<file path="src/rtl/rc5_param_core.sv">
// Parametrised RC5-W/R/B engine: on-chip key expansion into S/L arrays,
// then one two-word block per handshake, one full round per clock.
module rc5_param_core #(
  parameter  int W  = 32,
  parameter  int R  = 12,
  parameter  int B  = 16,
  localparam int AW = (B > 1) ? $clog2(B) : 1
) (
  input  logic          clk,
  input  logic          rst,
  input  logic          key_we,
  input  logic [AW-1:0] key_addr,
  input  logic [7:0]    key_byte,
  input  logic          key_start,
  output logic          key_ready,
  input  logic          in_valid,
  output logic          in_ready,
  input  logic          in_mode,
  input  logic [W-1:0]  in_a,
  input  logic [W-1:0]  in_b,
  output logic          out_valid,
  input  logic          out_ready,
  output logic [W-1:0]  out_a,
  output logic [W-1:0]  out_b
);

  localparam int U  = W / 8;
  localparam int C  = (B + U - 1) / U;
  localparam int T  = 2 * (R + 1);
  localparam int N  = 3 * ((T > C) ? T : C);
  localparam int LW = $clog2(W);
  localparam int IW = $clog2(T);
  localparam int JW = (C > 1) ? $clog2(C) : 1;
  localparam int NW = $clog2(N);
  // k never exceeds R < T/2, so it fits one bit narrower than the S index
  localparam int KW = IW - 1;

  localparam logic [63:0] PW64 = (W == 16) ? 64'h0000_0000_0000_B7E1 :
                                 (W == 32) ? 64'h0000_0000_B7E1_5163 :
                                             64'hB7E1_5162_8AED_2A6B;
  localparam logic [63:0] QW64 = (W == 16) ? 64'h0000_0000_0000_9E37 :
                                 (W == 32) ? 64'h0000_0000_9E37_79B9 :
                                             64'h9E37_79B9_7F4A_7C15;
  localparam logic [W-1:0] PW = PW64[W-1:0];
  localparam logic [W-1:0] QW = QW64[W-1:0];

  typedef enum logic [2:0] {IDLE, SINIT, MIX, READY, RUN, HOLD} state_t;

  state_t          r_state, w_next;
  logic [W-1:0]    r_s [T];
  logic [W-1:0]    r_l [C];
  logic [W-1:0]    r_a, r_b;
  logic [IW-1:0]   r_i;
  logic [JW-1:0]   r_j;
  logic [NW-1:0]   r_cnt;
  logic [KW-1:0]   r_k;
  logic            r_mode;

  logic [W-1:0]    w_mix_a, w_mix_ab, w_mix_b;
  logic [W-1:0]    w_ea, w_eb, w_da, w_db;
  logic [IW-1:0]   w_ie, w_io;
  logic            w_last;
  logic            w_accept;

  function automatic logic [W-1:0] rotl(input logic [W-1:0] x, input logic [LW-1:0] s);
    return (x << s) | (x >> (W - int'(s)));
  endfunction

  function automatic logic [W-1:0] rotr(input logic [W-1:0] x, input logic [LW-1:0] s);
    return (x >> s) | (x << (W - int'(s)));
  endfunction

  assign w_ie     = {r_k, 1'b0};
  assign w_io     = {r_k, 1'b1};
  assign w_last   = r_mode ? (r_k == KW'(1)) : (r_k == KW'(R));
  // a key_start in READY wins over a waiting block, so in_ready steps aside
  assign w_accept = (r_state == READY) && !key_start && in_valid;

  // One key-mix step and one enc/dec round, evaluated from current state
  always_comb begin
    w_mix_a  = rotl(r_s[r_i] + r_a + r_b, LW'(3));
    w_mix_ab = w_mix_a + r_b;
    w_mix_b  = rotl(r_l[r_j] + w_mix_ab, w_mix_ab[LW-1:0]);
    w_ea     = rotl(r_a ^ r_b, r_b[LW-1:0]) + r_s[w_ie];
    w_eb     = rotl(r_b ^ w_ea, w_ea[LW-1:0]) + r_s[w_io];
    w_db     = rotr(r_b - r_s[w_io], r_a[LW-1:0]) ^ r_a;
    w_da     = rotr(r_a - r_s[w_ie], w_db[LW-1:0]) ^ w_db;
    // final decrypt round also strips the whitening words
    if (r_k == KW'(1)) begin
      w_db = w_db - r_s[1];
      w_da = w_da - r_s[0];
    end
  end

  // Next-state logic
  always_comb begin
    w_next = r_state;
    case (r_state)
      IDLE:    if (key_start) w_next = SINIT;
      SINIT:   if (r_i == IW'(T - 1)) w_next = MIX;
      MIX:     if (r_cnt == NW'(N - 1)) w_next = READY;
      READY:   if (key_start) w_next = SINIT;
               else if (in_valid) w_next = RUN;
      RUN:     if (w_last) w_next = HOLD;
      HOLD:    if (out_ready) w_next = READY;
      default: w_next = IDLE;
    endcase
  end

  // State register
  always_ff @(posedge clk) begin
    if (rst) r_state <= IDLE;
    else     r_state <= w_next;
  end

  // Key storage, schedule generation and round datapath
  always_ff @(posedge clk) begin
    if (rst) begin
      for (int x = 0; x < T; x++) r_s[x] <= '0;
      for (int x = 0; x < C; x++) r_l[x] <= '0;
      r_a    <= '0;
      r_b    <= '0;
      r_i    <= '0;
      r_j    <= '0;
      r_cnt  <= '0;
      r_k    <= '0;
      r_mode <= 1'b0;
    end else begin
      case (r_state)
        IDLE, READY: begin
          for (int c = 0; c < C; c++)
            for (int u = 0; u < U; u++)
              if (key_we && (c * U + u < B) && (int'(key_addr) == c * U + u))
                r_l[c][8*u +: 8] <= key_byte;
          if (key_start) r_i <= '0;
          if (w_accept) begin
            r_mode <= in_mode;
            r_a    <= in_mode ? in_a : in_a + r_s[0];
            r_b    <= in_mode ? in_b : in_b + r_s[1];
            r_k    <= in_mode ? KW'(R) : KW'(1);
          end
        end
        SINIT: begin
          r_s[r_i] <= (r_i == '0) ? PW : r_s[r_i - 1'b1] + QW;
          if (r_i == IW'(T - 1)) begin
            r_i   <= '0;
            r_j   <= '0;
            r_a   <= '0;
            r_b   <= '0;
            r_cnt <= '0;
          end else begin
            r_i <= r_i + 1'b1;
          end
        end
        MIX: begin
          r_s[r_i] <= w_mix_a;
          r_l[r_j] <= w_mix_b;
          r_a      <= w_mix_a;
          r_b      <= w_mix_b;
          r_i      <= (r_i == IW'(T - 1)) ? '0 : r_i + 1'b1;
          r_j      <= (r_j == JW'(C - 1)) ? '0 : r_j + 1'b1;
          r_cnt    <= r_cnt + 1'b1;
        end
        RUN: begin
          r_a <= r_mode ? w_da : w_ea;
          r_b <= r_mode ? w_db : w_eb;
          r_k <= r_mode ? r_k - 1'b1 : r_k + 1'b1;
        end
        default: ;
      endcase
    end
  end

  // Status and result outputs; result words are zero outside HOLD
  always_comb begin
    key_ready = (r_state == READY) || (r_state == RUN) || (r_state == HOLD);
    in_ready  = (r_state == READY) && !key_start;
    out_valid = (r_state == HOLD);
    out_a     = (r_state == HOLD) ? r_a : '0;
    out_b     = (r_state == HOLD) ? r_b : '0;
  end

endmodule
</file>
<file path="config.mk">
export PLATFORM = sky130hd
export DESIGN_NAME = rc5_param_core
export DESIGN_NICKNAME = d
export VERILOG_FILES = /design/src/rtl/rc5_param_core.sv
export SDC_FILE = /design/constraint.sdc
export NUM_CORES = 2
export LEC_CHECK = 0
export BUFFER_PORTS_ARGS = -buffer_cell sky130_fd_sc_hd__buf_2
export CAP_MARGIN = 15
export CORE_MARGIN = 2
export CORE_UTILIZATION = 45
export DETAILED_ROUTE_END_ITERATION = 10
export HOLD_SLACK_MARGIN = 0.12
export SETUP_SLACK_MARGIN = 0.1
export SLEW_MARGIN = 25
export SYNTH_ARGS = -nofsm -noshare
export SYNTH_HDL_FRONTEND = slang
export SYNTH_SLANG_ARGS = --single-unit
</file>
<file path="constraint.sdc">
create_clock -name clk -period 17.6 [get_ports clk]
set_clock_uncertainty 0.15 [all_clocks]
set_input_delay 3.52 -clock clk [delete_from_list [all_inputs] [get_ports clk]]
set_output_delay 3.52 -clock clk [all_outputs]
set_load 0.02 [all_outputs]
</file>
==> flow_summary_export.csv <==
group,metric,value,unit
worst_setup_path,cp_common_cell,"buf_4",
timing,setup_viol,0,
synthesis,netlist_area,108000,um^2
placed_design,hpwl,415000,um
routing,vias,99010,
worst_setup_path,crit_required,18.15,ns
global_routing,grt_first_pass_wirelength,765600,um
synthesis,synth_edf_count,1152,
worst_setup_path,path_max_fanout,31,
global_routing,grtUsageTotal,0.4532,
timing,rsz0062_at_grt,"false",
floorplan,die_area,244000,um^2
finish,regArea,36590,um^2
routing,via_per_inst,7.293,
timing,fin_crit,16.43,ns
run,drv_cap,0,
global_routing,grt_pass1_vias,93060,
clock_network,hold_buffers,0,
worst_setup_path,end_kind,"register",
synthesis,syn_inst,10380,
floorplan,die_h,494.0,um
clock_network,clk_path_buf_depth,3,
routing,dr.first_iter.drc_count,15530,
run_status,outcome,"completed",
timing,tightest_slew,1.355,ns
finish,finalNetCount,10790,
floorplan,ios,150,
worst_setup_path,crit_path_start_kind,"register",
synthesis,yosys.area.top_type,"edfxtp_1",
clock_network,ctsResizeCount,0,
synthesis,postSynthAreaPerCell,10.40,um^2
worst_setup_path,cp-endpoint,"r_a[28]",
timing,fmax,0.06087,GHz
placed_design,routabilityCongestion,1.087,
synthesis,synth_area_leaders,"edfxtp_1 32%, mux4_2 21%, nor2_1 5.1%",
synthesis,yosysSeqAreaShare,0.3382,
clock_network,clock_sinks,1249,
floorplan,core,238300,um^2
clock_network,cts_setup_buffers,0,
finish,multi_input_area,68090,um^2
routing,drc,0,
clock_network,clkLatencyLatePin,0.86,ns
timing,period_share,0.9335,
synthesis,async_flop_share,0,
placed_design,portBuffers,149,
global_routing,antenna_found_initial,72,
synthesis,ys_warn_count,0,
clock_network,path_clk_slew,0.07,ns
synthesis,ys.flop_type,"edfxtp_1",
routing,wire_per_inst,41.75,um
min_path,holdCritPathClass,"reg2reg",
floorplan,initial_core_util,0.4534,
worst_setup_path,rrSetupSlack,1.17,ns
clock_network,tritoncts.num_buffers,137,
global_routing,grt_max_degree,111,
worst_setup_path,critical_path_class,"reg2reg",
routing,ant_nets,0,
timing,max-slew-margin-rel,0.09161,
global_routing,overflow,0,
clock_network,htreeDepth,4,
worst_setup_path,rr_worst_depth,53,
worst_setup_path,r2r-end,"r_a[28]",
synthesis,syn_nets,10900,
synthesis,yosysUniqueCellTypes,117,
routing,wl,566800,um
worst_setup_path,max_stage_delay,0.83,ns
floorplan,num_rows,179,
timing,holdWs,0.3442,ns
clock_network,cts_tree,"yes",
timing,drv_slew,0,
routing,drt_first_pass_iters,7,
synthesis,ys_ff_latch,1249,
synthesis,synth.top_cell.area_share,0.3202,
worst_setup_path,cp_slowest_cell,"dfxtp_4",
worst_setup_path,arrival,16.98,ns
timing,final.setup.tns,0,ns
finish,fillers,21480,
floorplan,fp.dieW,494.0,um
timing,hold_viol_final,0,
finish,drive_gt1_frac,0.2063,
finish,area_growth,9.709,%
clock_network,cts-root-buf,"clkbuf_16",
[layout make-up]
class	count	area share
sequential	1249	0.3087
timing repair buffer	557	0.03346
clock buffer	158	0.02967
clock inverter	86	0.009342
inverter	324	0.01028
multi-input combinational	8003	0.5744
antenna	33	0.0006967
tap	3167	0.03343
[critical path: cells and delay by family, from the launching register on]
kind | cells | cell delay, ns
adders and majority gates | 4 | 1.16
AOI/OAI and AO/OA | 20 | 5.22
buffers and inverters | 9 | 2.77
and+or+nand+nor | 14 | 3.38
xor gates and xnor gates | 3 | 1.18
muxes | 3 | 1.41
DFF | 1 | 0.83
[cell usage in the layout, fill, tap and decap left out, types with 59 or more instances in the layout]
cell type / Yosys / routed
nor2_1: 1475 / 1466
nand2b_1: 103 / 77
ha_1: 389 / 386
mux4_2: 1005 / 1005
inv_1: 311 / 310
edfxtp_1: 1152 / 1152
a211oi_1: 221 / 221
a22o_1: 69 / 69
a21oi_1: 622 / 619
clkbuf_16: 0 / 137
nand2_1: 776 / 761
xor2_1: 170 / 161
buf_2: 75 / 148
dfxtp_1: 97 / 77
mux2_2: 91 / 91
a31oi_1: 100 / 99
buf_4: 25 / 394
nor3_1: 159 / 157
xnor2_1: 278 / 246
a21o_1: 134 / 134
a221oi_1: 62 / 59
o22ai_1: 82 / 63
nand3_1: 213 / 213
and3_1: 71 / 69
nor2b_1: 89 / 87
mux2i_1: 278 / 278
and2_1: 170 / 169
o21a_1: 68 / 68
o21ai_0: 548 / 535
o211ai_1: 76 / 76
[routing by layer]
| metal | track usage | vias up | share of wire | wire, um |
|---|---|---|---|---|
| met2 | 0.6807 | 8249 | 0.44 | 246900 |
| met3 | 0.1374 | 2028 | 0.13 | 71110 |
| met1 | 0.5479 | 49110 | 0.35 | 196000 |
| li1 | - | 39580 | - | - |
| met4 | 0.3426 | 50 | 0.092 | 52420 |
| met5 | 0 | - | 0.00063 | 358 |
[state kept, by name, summed over array words and instances (netlist names), named ones only]
register,cells
r_s,1024
r_l,128
r_a,32
r_b,32
r_cnt,7
r_i,5
r_k,4
r_state,3
r_j,2
r_mode,1
[logic make-up after synthesis]
logic type / synth area share
fa+ha+maj: 0.05283
mux: 0.2447
buf+inv: 0.04173
xor+xnor: 0.03724
simple gates: 0.1332
flops: 0.3382
compound gates: 0.1521
[cell usage after synthesis, drive strengths merged, types with 35 or more instances]
cell type	count
nor2	1477
edfxtp	1152
mux4	1005
nand2	780
a21oi	625
clkbuf	584
o21ai	564
ha	389
inv	318
xnor2	279
mux2i	278
a211oi	225
buf	224
nand3	215
and2	177
xor2	171
nor3	163
a21o	135
nand2b	103
a31oi	101
dfxtp	97
mux2	91
nor2b	89
o22ai	82
o211ai	77
and3	71
a22o	69
o21a	68
a221oi	66
o21bai	51
o31ai	45
or2	43
fa	42
a22oi	38
a221o	37
o221ai	37
or3	35
[metrics by stage]
step           worst slack, ns  instance area [um^2]  std cells  utilization
2_1_floorplan            4.567                108000      10380            -
6_report                 1.171                118500      13580       0.4974
4_1_cts                  1.577                118400      13540       0.4969
3_3_place_gp             1.607                113700      13300       0.4770
3_5_place_dp             1.710                113800      13300       0.4775
5_1_grt                 0.5389                118500      13550       0.4971
[worst min-delay path by stage]
stage / start / to / slack [ns] / cells past startpoint
final: r_cnt[6] / r_cnt[6] / 0.34 / 1
after global routing: r_b[13] / r_b[13] / 0.36 / 2
after CTS: r_cnt[6] / r_cnt[6] / 0.34 / 1
after detailed placement: r_cnt[6] / r_cnt[6] / 0.33 / 1
after global placement: r_cnt[6] / r_cnt[6] / 0.32 / 1
after floorplan: r_cnt[6] / r_cnt[6] / 0.30 / 1
Power is left out: the tool's default activity adds up to more than one toggle a clock period on the data nets, which glitch-free logic cannot reach.
